### config.mk
export PLATFORM = sky130hd
export DESIGN_NAME = mult_arbiter
export DESIGN_NICKNAME = d
export VERILOG_FILES = /design/src/rtl/mult_arbiter.sv
export SDC_FILE = /design/constraint.sdc
export NUM_CORES = 1
export LEC_CHECK = 0
export BUFFER_PORTS_ARGS = -buffer_cell sky130_fd_sc_hd__buf_4
export CORE_MARGIN = 2
export CORE_UTILIZATION = 45
export CTS_CLUSTER_SIZE = 16
export DETAILED_ROUTE_END_ITERATION = 16
export GPL_TIMING_DRIVEN = 0
export PLACE_DENSITY = 0.85
export SLEW_MARGIN = 20
export SYNTH_ARGS = -nofsm -noshare
export SYNTH_HDL_FRONTEND = slang
export SYNTH_SLANG_ARGS = --single-unit
### constraint.sdc
create_clock -name clk -period 2 [get_ports clk]
set_input_delay 0.3 -clock clk [delete_from_list [all_inputs] [get_ports clk]]
set_output_delay 0.3 -clock clk [all_outputs]
set_load 0.05 [all_outputs]
### src/rtl/mult_arbiter.sv
`default_nettype none
// ============================================================================
// Module   : mult_arbiter
// Brief    : Round-robin arbiter sharing one multiplier among NUM_REQ requesters
// Revision : 1.0 - initial release
// ============================================================================
module mult_arbiter #(
    parameter int N               = 16,
    parameter int FRACTIONAL_BITS = 13,
    parameter int NUM_REQ         = 4,
    parameter int TIMEOUT         = 16
) (
    input  logic                   clk,
    input  logic                   rstn,
    input  logic [NUM_REQ-1:0]     req,
    input  logic [NUM_REQ*N-1:0]   req_a,
    input  logic [NUM_REQ*N-1:0]   req_b,
    output logic [NUM_REQ-1:0]     grant,
    output logic [NUM_REQ-1:0]     rsp_valid,
    output logic [N-1:0]           rsp_prod,
    output logic                   rsp_overflow,
    output logic                   rsp_timeout,
    output logic [N-1:0]           m_a,
    output logic [N-1:0]           m_b,
    output logic                   m_poke,
    input  logic [N-1:0]           m_prod,
    input  logic                   m_overflow,
    input  logic                   m_peek,
    output logic                   busy
);

    localparam int c_idx_w = (NUM_REQ > 1) ? $clog2(NUM_REQ) : 1;
    localparam int c_pw    = c_idx_w + 1;
    localparam int c_cnt_w = $clog2(TIMEOUT + 1);
    localparam logic [NUM_REQ-1:0] c_one = NUM_REQ'(1);

    generate
        if (NUM_REQ < 2 || NUM_REQ > 8) begin : g_bad_num_req
            $error("mult_arbiter: NUM_REQ must lie in 2..8");
        end
        if (TIMEOUT < 4) begin : g_bad_timeout
            $error("mult_arbiter: TIMEOUT must be at least 4");
        end
        if (FRACTIONAL_BITS >= N) begin : g_bad_frac
            $error("mult_arbiter: FRACTIONAL_BITS must be below N");
        end
    endgenerate

    typedef enum logic [1:0] {
        S_IDLE  = 2'd0,
        S_ISSUE = 2'd1,
        S_WAIT  = 2'd2,
        S_DRAIN = 2'd3
    } state_t;

    state_t               r_state;
    logic [c_idx_w-1:0]   r_ptr;
    logic [c_idx_w-1:0]   r_owner;
    logic [c_cnt_w-1:0]   r_cnt;

    logic                 w_found;
    logic [c_idx_w-1:0]   w_winner;
    logic [c_idx_w-1:0]   w_next_ptr;
    logic [c_pw-1:0]      w_sum;

    // First active requester at or after r_ptr, wrapping modulo NUM_REQ.
    always_comb begin
        w_found  = 1'b0;
        w_winner = '0;
        w_sum    = '0;
        for (int k = 0; k < NUM_REQ; k++) begin
            w_sum = {1'b0, r_ptr} + c_pw'(k);
            if (w_sum >= c_pw'(NUM_REQ)) begin
                w_sum = w_sum - c_pw'(NUM_REQ);
            end
            if (!w_found && req[w_sum[c_idx_w-1:0]]) begin
                w_found  = 1'b1;
                w_winner = w_sum[c_idx_w-1:0];
            end
        end
        w_next_ptr = (w_winner == c_idx_w'(NUM_REQ - 1)) ? '0 : w_winner + 1'b1;
    end

    always_ff @(posedge clk or negedge rstn) begin
        if (!rstn) begin
            r_state      <= S_IDLE;
            r_ptr        <= '0;
            r_owner      <= '0;
            r_cnt        <= '0;
            grant        <= '0;
            rsp_valid    <= '0;
            rsp_prod     <= '0;
            rsp_overflow <= 1'b0;
            rsp_timeout  <= 1'b0;
            m_a          <= '0;
            m_b          <= '0;
            m_poke       <= 1'b0;
            busy         <= 1'b0;
        end else begin
            grant     <= '0;
            rsp_valid <= '0;
            m_poke    <= 1'b0;
            case (r_state)
                S_IDLE: begin
                    if (w_found) begin
                        grant   <= c_one << w_winner;
                        m_a     <= req_a[w_winner*N +: N];
                        m_b     <= req_b[w_winner*N +: N];
                        m_poke  <= 1'b1;
                        busy    <= 1'b1;
                        r_owner <= w_winner;
                        r_ptr   <= w_next_ptr;
                        r_state <= S_ISSUE;
                    end
                end
                S_ISSUE: begin
                    r_cnt   <= '0;
                    r_state <= S_WAIT;
                end
                S_WAIT: begin
                    if (m_peek) begin
                        rsp_valid    <= c_one << r_owner;
                        rsp_prod     <= m_prod;
                        rsp_overflow <= m_overflow;
                        rsp_timeout  <= 1'b0;
                        r_state      <= S_DRAIN;
                    end else if (r_cnt == c_cnt_w'(TIMEOUT - 1)) begin
                        rsp_valid    <= c_one << r_owner;
                        rsp_prod     <= '0;
                        rsp_overflow <= 1'b0;
                        rsp_timeout  <= 1'b1;
                        r_state      <= S_DRAIN;
                    end else begin
                        r_cnt <= r_cnt + 1'b1;
                    end
                end
                S_DRAIN: begin
                    // A long result pulse must finish before the next op can start.
                    if (!m_peek) begin
                        m_a     <= '0;
                        m_b     <= '0;
                        busy    <= 1'b0;
                        r_state <= S_IDLE;
                    end
                end
                default: r_state <= S_IDLE;
            endcase
        end
    end

endmodule
`default_nettype wire

==> results.cfg <==
[detailed_routing]
met2_length_um = 7110
via_per_inst = 5.71
wl_um = 13800
drt_iter0_drc = 149
dr.pass1.iters = 5
wl_met3_um = 934
wire_per_inst_um = 18.4
routed.top_layer = met4
num_vias = 4259
wl_met1_um = 5360
drcViolationCount = 0
route.antenna.remaining_nets = 0

[logic_synthesis]
yosys_warnings = 0
syn_nets = 564
yosysTopAreaCell = dfrtp_1
async_flop_share_pct = 100
yosysTopAreaCellShare_pct = 45.0
ys_types = 35
synth_edf_count = 0
syn_area_sq_um = 3950
yosysSeqAreaShare_pct = 45.0
yosys-top-cells-area = dfrtp_1 45%, a211oi_1 12%, and3_1 10%, o31ai_1 6.3%, nand2_1 4.6%
synth_cells = 404
synth-seq-cells = 71
synth_commonest_cells = 71 x dfrtp_1, 66 x and3_1, 64 x a211oi_1, 48 x nand2_1, 33 x o31ai_1
ys.flop_type = dfrtp_1
yosysMostFrequentCell = dfrtp_1
synth.avg_cell_area_sq_um = 9.77

[sta]
fmax_mhz = 498
tightest_slew_ns = 0.884
final-setup-viol-count = 1
rsz0062_at_grt = true
fin_worst_skew_ns = 0.0112
timing.hold.ws_ns = 0.0874
setup_slack_ns = -0.00818
hold_violations = 0
maxSlewViolCount = 0
slew_headroom_pct = 41.0
period_needed_ns = 2.01
fin_crit_sh_pct = 100

[power]
leakage_nw = 3.16
power_mw = 10.3
power_density_nw_per_um2 = 1630
irDropWorstVdd_mv = 0.784

[status]
violations = setup timing
status = finished with violations

[global_routing]
grt_pass1_vias = 4441
antenna_found_initial = 0
grtUsageTotal_pct = 26.8
overflow = 0
grt_max_degree = 72
grt_pass1_wl_um = 20900

[setup_path]
critical_path_peak_fanout = 10
required_ns = 2.23
crit_type = flop to flop
worstSetupEndpointType = flop
cp_num_cells = 6
reg2reg_to = m_a[15]
r2r_start = r_ptr[1]
cpPeakStageDelay_ns = 0.60
slowest_stage = or4_4
cp.buffers_inverters = 2
start_kind = flop
r2r_cells = 6
r2r_slack_ns = -0.008
cp_data_arrival_time_ns = 2.23
critPathTopFamily = simple AND/OR/NAND/NOR gates
crit_chain = or4_4, buf_8, buf_6, and3_1, a211oi_2, o31ai_2

[hold_path]
min_path_type = input port to asynchronous set/reset pin

[clock_tree]
cts_buffer_depth = 2
clk_pin_slew_ns = 0.08
cts.sinks = 71
clock_latency_ns = 0.34
cts_root_buf = clkbuf_8
cts_tree = yes
htree_levels = 3
hold_buffers = 0
numCtsBuffers = 9

[die]
die_h_um = 97.6
core_sq_um = 8590
die_area_sq_um = 9530
dieWidth_um = 97.6
start_util_pct = 45.9
io_pins = 212
placement_rows = 34

[cells_and_area]
num_antenna_cells = 0
multi_input_area_sq_um = 2170
seqCellArea_sq_um = 1780
num-fill-cells = 615
fin_cells = 746
drive_gt1_share_pct = 52.0
syn2layout_area_growth_pct = 60.2
nets = 793
fin_area_sq_um = 6320

[job]
max_cap_viol_count = 0

[place]
postPlaceCellArea_sq_um = 5670
io_buffers = 211
gp_congestion = 0.832
place_hpwl_um = 9670
dp.cells = 723
==> layer usage <==
metal / GRT usage, % / up-vias
li1: - / 1979
met3: 5.76 / 30
met5: 0 / -
met1: 31.7 / 2041
met2: 47.4 / 209
met4: 10.3 / 0
==> per-stage QoR <==
step                setup TNS [ns]  util, %  setup WS, ns
finish                    -0.00818     73.6      -0.00818
global route                -0.393     73.6       -0.0361
CTS                              0     69.7       0.00455
detailed placement           -4.53     65.9        -0.289
global placement             -3.59     65.9        -0.223
floorplan                        0        -         0.123
==> cells in the final DEF, fill, tap and decap left out, types with 2 or more instances in the layout <==
master and count:
a211oi_1 24, a211oi_2 40, a21oi_1 5, a22o_1 18
and2_1 2, and3_1 66, buf_2 6, buf_4 218
buf_6 11, buf_8 2, bufinv_16 4, clkbuf_1 3
clkbuf_2 16, clkbuf_4 2, clkbuf_8 10, dfrtp_1 70
ha_1 7, inv_1 3, inv_2 3, mux2_2 2
nand2_1 48, nand2b_1 4, nor2_1 3, nor2b_2 2
nor3_1 4, nor3b_1 2, o21ai_0 9, o31ai_1 26
o31ai_2 7, xnor2_1 2
==> state kept, by name, summed over array words and instances (netlist names) <==
signal        flops
m_poke            1
r_owner           2
rsp_valid         4
r_cnt             5
rsp_overflow      1
busy              1
rsp_timeout       1
m_b              16
r_ptr             2
m_a              16
rsp_prod         16
grant             4
r_state           2
==> layout make-up <==
type	instances	area share, %
plain buffers	39	4.53
well taps	108	2.14
flip-flops and latches	71	28.1
repair buffers	219	26.3
multi-input cells	287	34.3
clock inverters	5	2.04
clock buffers	11	2.24
inverters	6	0.356
==> report_power, final <==
| group | switching, mW | internal [mW] | leakage (nW) | total (mW) |
|---|---|---|---|---|
| Sequential | 0.350 | 2.00 | 0.914 | 2.35 |
| Clock | 0.548 | 0.992 | 0.134 | 1.54 |
| Combinational | 4.05 | 2.36 | 2.11 | 6.41 |
==> worst reg2reg max path: stages, from the launching register on <==
cell	delay, ns
dfrtp_2	0.46
or4_4	0.60
buf_8	0.17
buf_6	0.13
and3_1	0.17
a211oi_2	0.27
o31ai_2	0.11
==> cells by family (layout without fill, tap and decap cells) <==
| logic type | after synthesis | in the layout | share of synthesized area (%) |
|---|---|---|---|
| flops | 71 | 71 | 45.0 |
| fa+ha+maj | 8 | 8 | 2.54 |
| compound gates | 135 | 135 | 25.9 |
| simple gates | 139 | 139 | 18.9 |
| buf+inv | 46 | 280 | 6.40 |
| xor+xnor | 3 | 3 | 0.666 |
| mux | 2 | 2 | 0.571 |
==> worst max path at each step <==
stage | from | endpoint | slack, ns
after floorplan | r_cnt[0] | r_cnt[1] | 0.12
after global placement | req[3] | m_b[8] | -0.22
after detailed placement | req[3] | m_b[8] | -0.29
after CTS | r_state[0] | rsp_prod[12] | 0.005
after global routing | r_ptr[1] | m_b[13] | -0.04
final | r_ptr[1] | m_a[15] | -0.008
==> timing repair <==
item                                    4_1_cts  5_1_grt
endpoints found under the setup margin       52       51
cloned                                        0        1
pin swaps                                     1        9
resized for setup                            15       84
buffers inserted                              2        5
Power figures use the tool's default switching activity.
